<file path="src/rtl/ps2_host_tx.sv">
// PS/2 host-to-device command transmitter (inhibit, request, 11-bit frame, ACK).
// Single computerClk domain; the keyboard lines are only sampled, never clocked on.
module ps2_host_tx #(
    parameter int INHIBIT_CYCLES = 6000,
    parameter int TIMEOUT_CYCLES = 750000
) (
    input  logic       computerClk,
    input  logic       rst_n,
    input  logic [7:0] tx_data,
    input  logic       tx_valid,
    output logic       tx_ready,
    input  logic       PS2_KBCLK,
    input  logic       PS2_KBDAT,
    output logic       kbclk_drive_low,
    output logic       kbdat_drive_low,
    output logic       busy,
    output logic       tx_done,
    output logic       tx_ack_err,
    output logic       tx_timeout
);

    localparam int MAXC = (INHIBIT_CYCLES > TIMEOUT_CYCLES) ?
                          INHIBIT_CYCLES : TIMEOUT_CYCLES;
    localparam int CW = $clog2(MAXC + 1);

    localparam logic [CW-1:0] INH_LAST = CW'(INHIBIT_CYCLES - 1);
    localparam logic [CW-1:0] TO_LAST  = CW'(TIMEOUT_CYCLES - 1);

    localparam logic [2:0] IDLE     = 3'd0;
    localparam logic [2:0] INHIBIT  = 3'd1;
    localparam logic [2:0] REQ      = 3'd2;
    localparam logic [2:0] SEND     = 3'd3;
    localparam logic [2:0] ACK      = 3'd4;
    localparam logic [2:0] WAIT_REL = 3'd5;

    logic [2:0]    state_q, state_d;
    logic [CW-1:0] cnt_q, cnt_d;
    logic [3:0]    bitcnt_q, bitcnt_d;
    logic [7:0]    data_q, data_d;
    logic          par_q, par_d;
    logic          clk_drv_q, clk_drv_d;
    logic          dat_drv_q, dat_drv_d;
    logic          done_q, done_d;
    logic          err_q, err_d;
    logic          to_q, to_d;

    logic clk_s1_q, clk_s2_q, clk_prev_q;
    logic dat_s1_q, dat_s2_q;
    logic fall;
    logic timed_out;
    logic accept;

    // Syncs reset high so an idle bus does not look like a falling edge.
    always_ff @(posedge computerClk or negedge rst_n) begin
        if (!rst_n) begin
            clk_s1_q   <= 1'b1;
            clk_s2_q   <= 1'b1;
            clk_prev_q <= 1'b1;
            dat_s1_q   <= 1'b1;
            dat_s2_q   <= 1'b1;
        end else begin
            clk_s1_q   <= PS2_KBCLK;
            clk_s2_q   <= clk_s1_q;
            clk_prev_q <= clk_s2_q;
            dat_s1_q   <= PS2_KBDAT;
            dat_s2_q   <= dat_s1_q;
        end
    end

    assign fall      = clk_prev_q & ~clk_s2_q;
    assign timed_out = (cnt_q == TO_LAST);
    assign tx_ready  = (state_q == IDLE);
    assign accept    = tx_valid & tx_ready;

    always_comb begin
        state_d   = state_q;
        cnt_d     = cnt_q;
        bitcnt_d  = bitcnt_q;
        data_d    = data_q;
        par_d     = par_q;
        clk_drv_d = clk_drv_q;
        dat_drv_d = dat_drv_q;
        done_d    = 1'b0;
        err_d     = 1'b0;
        to_d      = 1'b0;
        unique case (state_q)
            IDLE: begin
                clk_drv_d = 1'b0;
                dat_drv_d = 1'b0;
                if (accept) begin
                    data_d    = tx_data;
                    par_d     = ~^tx_data;
                    cnt_d     = '0;
                    bitcnt_d  = '0;
                    clk_drv_d = 1'b1;
                    state_d   = INHIBIT;
                end
            end
            INHIBIT: begin
                cnt_d = cnt_q + CW'(1);
                if (cnt_q == INH_LAST) begin
                    dat_drv_d = 1'b1;
                    state_d   = REQ;
                end
            end
            REQ: begin
                clk_drv_d = 1'b0;
                cnt_d     = '0;
                bitcnt_d  = '0;
                state_d   = SEND;
            end
            SEND, ACK, WAIT_REL: begin
                cnt_d = cnt_q + CW'(1);
                if (timed_out) begin
                    clk_drv_d = 1'b0;
                    dat_drv_d = 1'b0;
                    to_d      = 1'b1;
                    state_d   = IDLE;
                end else if (state_q == SEND) begin
                    if (fall) begin
                        bitcnt_d = bitcnt_q + 4'd1;
                        if (bitcnt_q < 4'd8) begin
                            dat_drv_d = ~data_q[bitcnt_q[2:0]];
                        end else if (bitcnt_q == 4'd8) begin
                            dat_drv_d = ~par_q;
                        end else begin
                            dat_drv_d = 1'b0;
                            state_d   = ACK;
                        end
                    end
                end else if (state_q == ACK) begin
                    if (fall) begin
                        if (dat_s2_q) begin
                            err_d   = 1'b1;
                            state_d = IDLE;
                        end else begin
                            state_d = WAIT_REL;
                        end
                    end
                end else begin
                    if (clk_s2_q && dat_s2_q) begin
                        done_d  = 1'b1;
                        state_d = IDLE;
                    end
                end
            end
            default: begin
                clk_drv_d = 1'b0;
                dat_drv_d = 1'b0;
                state_d   = IDLE;
            end
        endcase
    end

    always_ff @(posedge computerClk or negedge rst_n) begin
        if (!rst_n) begin
            state_q   <= IDLE;
            cnt_q     <= '0;
            bitcnt_q  <= '0;
            data_q    <= '0;
            par_q     <= 1'b0;
            clk_drv_q <= 1'b0;
            dat_drv_q <= 1'b0;
            done_q    <= 1'b0;
            err_q     <= 1'b0;
            to_q      <= 1'b0;
        end else begin
            state_q   <= state_d;
            cnt_q     <= cnt_d;
            bitcnt_q  <= bitcnt_d;
            data_q    <= data_d;
            par_q     <= par_d;
            clk_drv_q <= clk_drv_d;
            dat_drv_q <= dat_drv_d;
            done_q    <= done_d;
            err_q     <= err_d;
            to_q      <= to_d;
        end
    end

    assign kbclk_drive_low = clk_drv_q;
    assign kbdat_drive_low = dat_drv_q;
    assign busy            = (state_q != IDLE);
    assign tx_done         = done_q;
    assign tx_ack_err      = err_q;
    assign tx_timeout      = to_q;

endmodule

</file>
<file path="config.mk">
export PLATFORM = sky130hd
export DESIGN_NAME = ps2_host_tx
export DESIGN_NICKNAME = d
export VERILOG_FILES = /design/src/rtl/ps2_host_tx.sv
export SDC_FILE = /design/constraint.sdc
export NUM_CORES = 1
export LEC_CHECK = 0
export CAP_MARGIN = 5
export CORE_ASPECT_RATIO = 0.8
export CORE_MARGIN = 1.5
export CORE_UTILIZATION = 54
export CTS_CLUSTER_SIZE = 10
export DETAILED_ROUTE_END_ITERATION = 8
export GPL_ROUTABILITY_DRIVEN = 0
export MAX_ROUTING_LAYER = met4
export PLACE_DENSITY = 0.75
export SLEW_MARGIN = 5
export SYNTH_ARGS = -nofsm -noshare
export SYNTH_HDL_FRONTEND = slang
export SYNTH_SLANG_ARGS = --single-unit
export TNS_END_PERCENT = 30
</file>
<file path="constraint.sdc">
create_clock -name computerClk -period 5.3 [get_ports computerClk]
set_clock_uncertainty 0.15 [all_clocks]
set_input_delay 0.795 -clock computerClk [delete_from_list [all_inputs] [get_ports computerClk]]
set_output_delay 0.795 -clock computerClk [all_outputs]
set_load 0.005 [all_outputs]
</file>
==> results.cfg <==
[global_routing]
grt_usage = 0.234
grt_pass1_wl_um = 9080
overflow = 0
antenna_found_initial = 0
grt_pass1_vias = 1875
grt_max_degree = 47

[timing]
max_slew_margin = 0.200
fmax_mhz = 340
finalCriticalPeriod_ps = 2940
holdWs_ps = 210
setup_tns_ps = 0
hold_viol_final = 0
fin_crit_sh = 0.556
worst_pin_slew_ps = 1200
rsz0062_at_grt = no
finalSetupViolCount = 0
slew_viol_final = 0

[cells_and_area]
finalNonFillerCells = 336
areaGrowthSynthToFinish_pct = 12.8
final_cell_area_mm2 = 0.00290
drive_gt1_frac = 0.138
antenna_cells = 0
layout.nets = 291
final_core_util = 0.632

[critical_path]
endpoint_kind = output pin
cp_max_fo = 18
crit_type = flop to output pin
crit-reg2reg-launch = cnt_q[0]
r2r_end = state_q[1]
rr_worst_depth = 6
worstPathArrival_ps = 2000
crit_required_ps = 4360
rrSetupSlack_ps = 2740
start_kind = flop

[yosys]
synth_cell_types = 58
synth_area_mm2 = 0.00257
synthArstFlopShare = 1.00
yosysMostFrequentCell = dfrtp_1
ys_seq_elements = 46
synth_top_cells_by_count = 41 x dfrtp_1, 31 x nor2_1, 15 x nand2_1
synth_top_flop_cell = dfrtp_1
synth_area_per_cell_um2 = 9.90
yosys_warnings = 0
syn_nets = 276
synth_area_leaders = dfrtp_1 40%, dfstp_2 5.1%, mux2_2 4.8%
synth_edf_count = 0
yosysSeqAreaShare = 0.449
synth_top_area_frac = 0.398
synthCells = 260
synth_top_area_cell = dfrtp_1

[cts]
numCtsBuffers = 5
cts_resized = 0
h-tree-depth = 2
max-clock-path-buffers = 2
cts_hold_buf = 0
root_buffer = clkbuf_8
tritoncts = built
cts.sinks = 46
post_cts_buffers = 0
clk_pin_slew_ps = 80
insertion_delay_ps = 300

[min_path]
hold_path.class = flop to flop
min_from = dat_s1_q
holdPathStages = 0
whs_endpoint = dat_s2_q

[floorplanning]
rows = 22
start_util = 0.560
io_pins = 20
core_area_mm2 = 0.00460
fp.dieW_um = 80.2
die_h_um = 64.8
fp.dieArea_mm2 = 0.00519

[routing]
drt_wl_total_um = 5280
dr_total_vias = 2046
drt_iter0_drc = 154
dr.pass1.iters = 4
viasPerCell = 6.09
avgRoutedWirePerCell_um = 15.7
ant_nets = 0
drc = 0

[run]
max_cap_viol_count = 0

[placement]
port_buffers = 19
place_inst = 328
hpwl_um = 3740
place_area_mm2 = 0.00276

[power_and_ir_drop]
p_leak_nw = 1.15
ir_worst_vdd_mv = 0.261
p_per_area_mw_per_mm2 = 369

[run_status]
status = completed
power breakdown:
group          switching [mW]  internal (mW)  total, mW
clock                   0.121          0.201      0.322
combinational           0.127          0.152      0.279
sequential             0.0576          0.412      0.470
through the flow:
stage | setup slack (ps) | power [mW]
final | 2360 | 1.07
after floorplan | 3070 | 0.664
after CTS | 2370 | 1.08
after global routing | 2270 | 1.13
after detailed placement | 2340 | 0.755
after global placement | 2440 | 0.748
worst max path at each step:
stage                            end  slack (ps)       start
final                       tx_ready        2360  state_q[1]
after global routing        tx_ready        2270  state_q[1]
after CTS                   tx_ready        2370  state_q[1]
after floorplan           state_q[0]        3070    cnt_q[6]
after detailed placement   cnt_q[17]        2340    tx_valid
after global placement     cnt_q[15]        2440    tx_valid
routing by layer:
metal | vias to the layer above | global-route usage | routed length (um)
met5 | - | - | 0
met4 | 0 | 0.0517 | 34
met3 | 4 | 0.0465 | 304
met2 | 75 | 0.334 | 2330
met1 | 1004 | 0.345 | 2620
li1 | 963 | - | -
registers in the layout, indices dropped and copies added, names as in the netlist, 3 cells and up:
name	count
cnt_q	20
state_q	3
bitcnt_q	4
data_q	8
logic make-up (layout without fill, tap and decap cells):
family	Yosys count	count (layout)	synth area share
xor gates and xnor gates	24	24	0.0816
and+or+nand+nor	105	105	0.220
AOI/OAI and AO/OA	47	47	0.124
muxes	15	15	0.0685
adders and majority gates	3	3	0.0146
buffers and inverters	20	36	0.0418
DFF	46	46	0.449
layout make-up:
type                            instances  area [um2]
Clock buffer                            6        82.6
Clock inverter                          2        60.1
Fill cell                             366        1690
Inverter                                9        33.8
Multi-Input combinational cell        194        1310
Sequential cell                        46        1160
Tap cell                               60        75.1
Timing Repair Buffer                   19         185
layout by cell type, fill, tap and decap left out, types with 6 or more instances in the layout:
cell	netlist	final
mux2_2	11	11
xor2_1	11	11
clkdlybuf4s50_1	0	18
nand3_1	12	12
inv_1	9	9
or3_1	6	6
xnor2_1	13	13
dfrtp_1	41	41
o21ai_0	10	10
nor2_1	31	31
clkbuf_8	0	6
a21oi_1	9	9
nand2_1	15	15
critical path: stages, from the launching register on:
cell	delay [ps]
dfrtp_1	600
or2_2	410
nor2_1	160
clkdlybuf4s50_1	530
No activity file was read; power rests on OpenSTA's default activity.
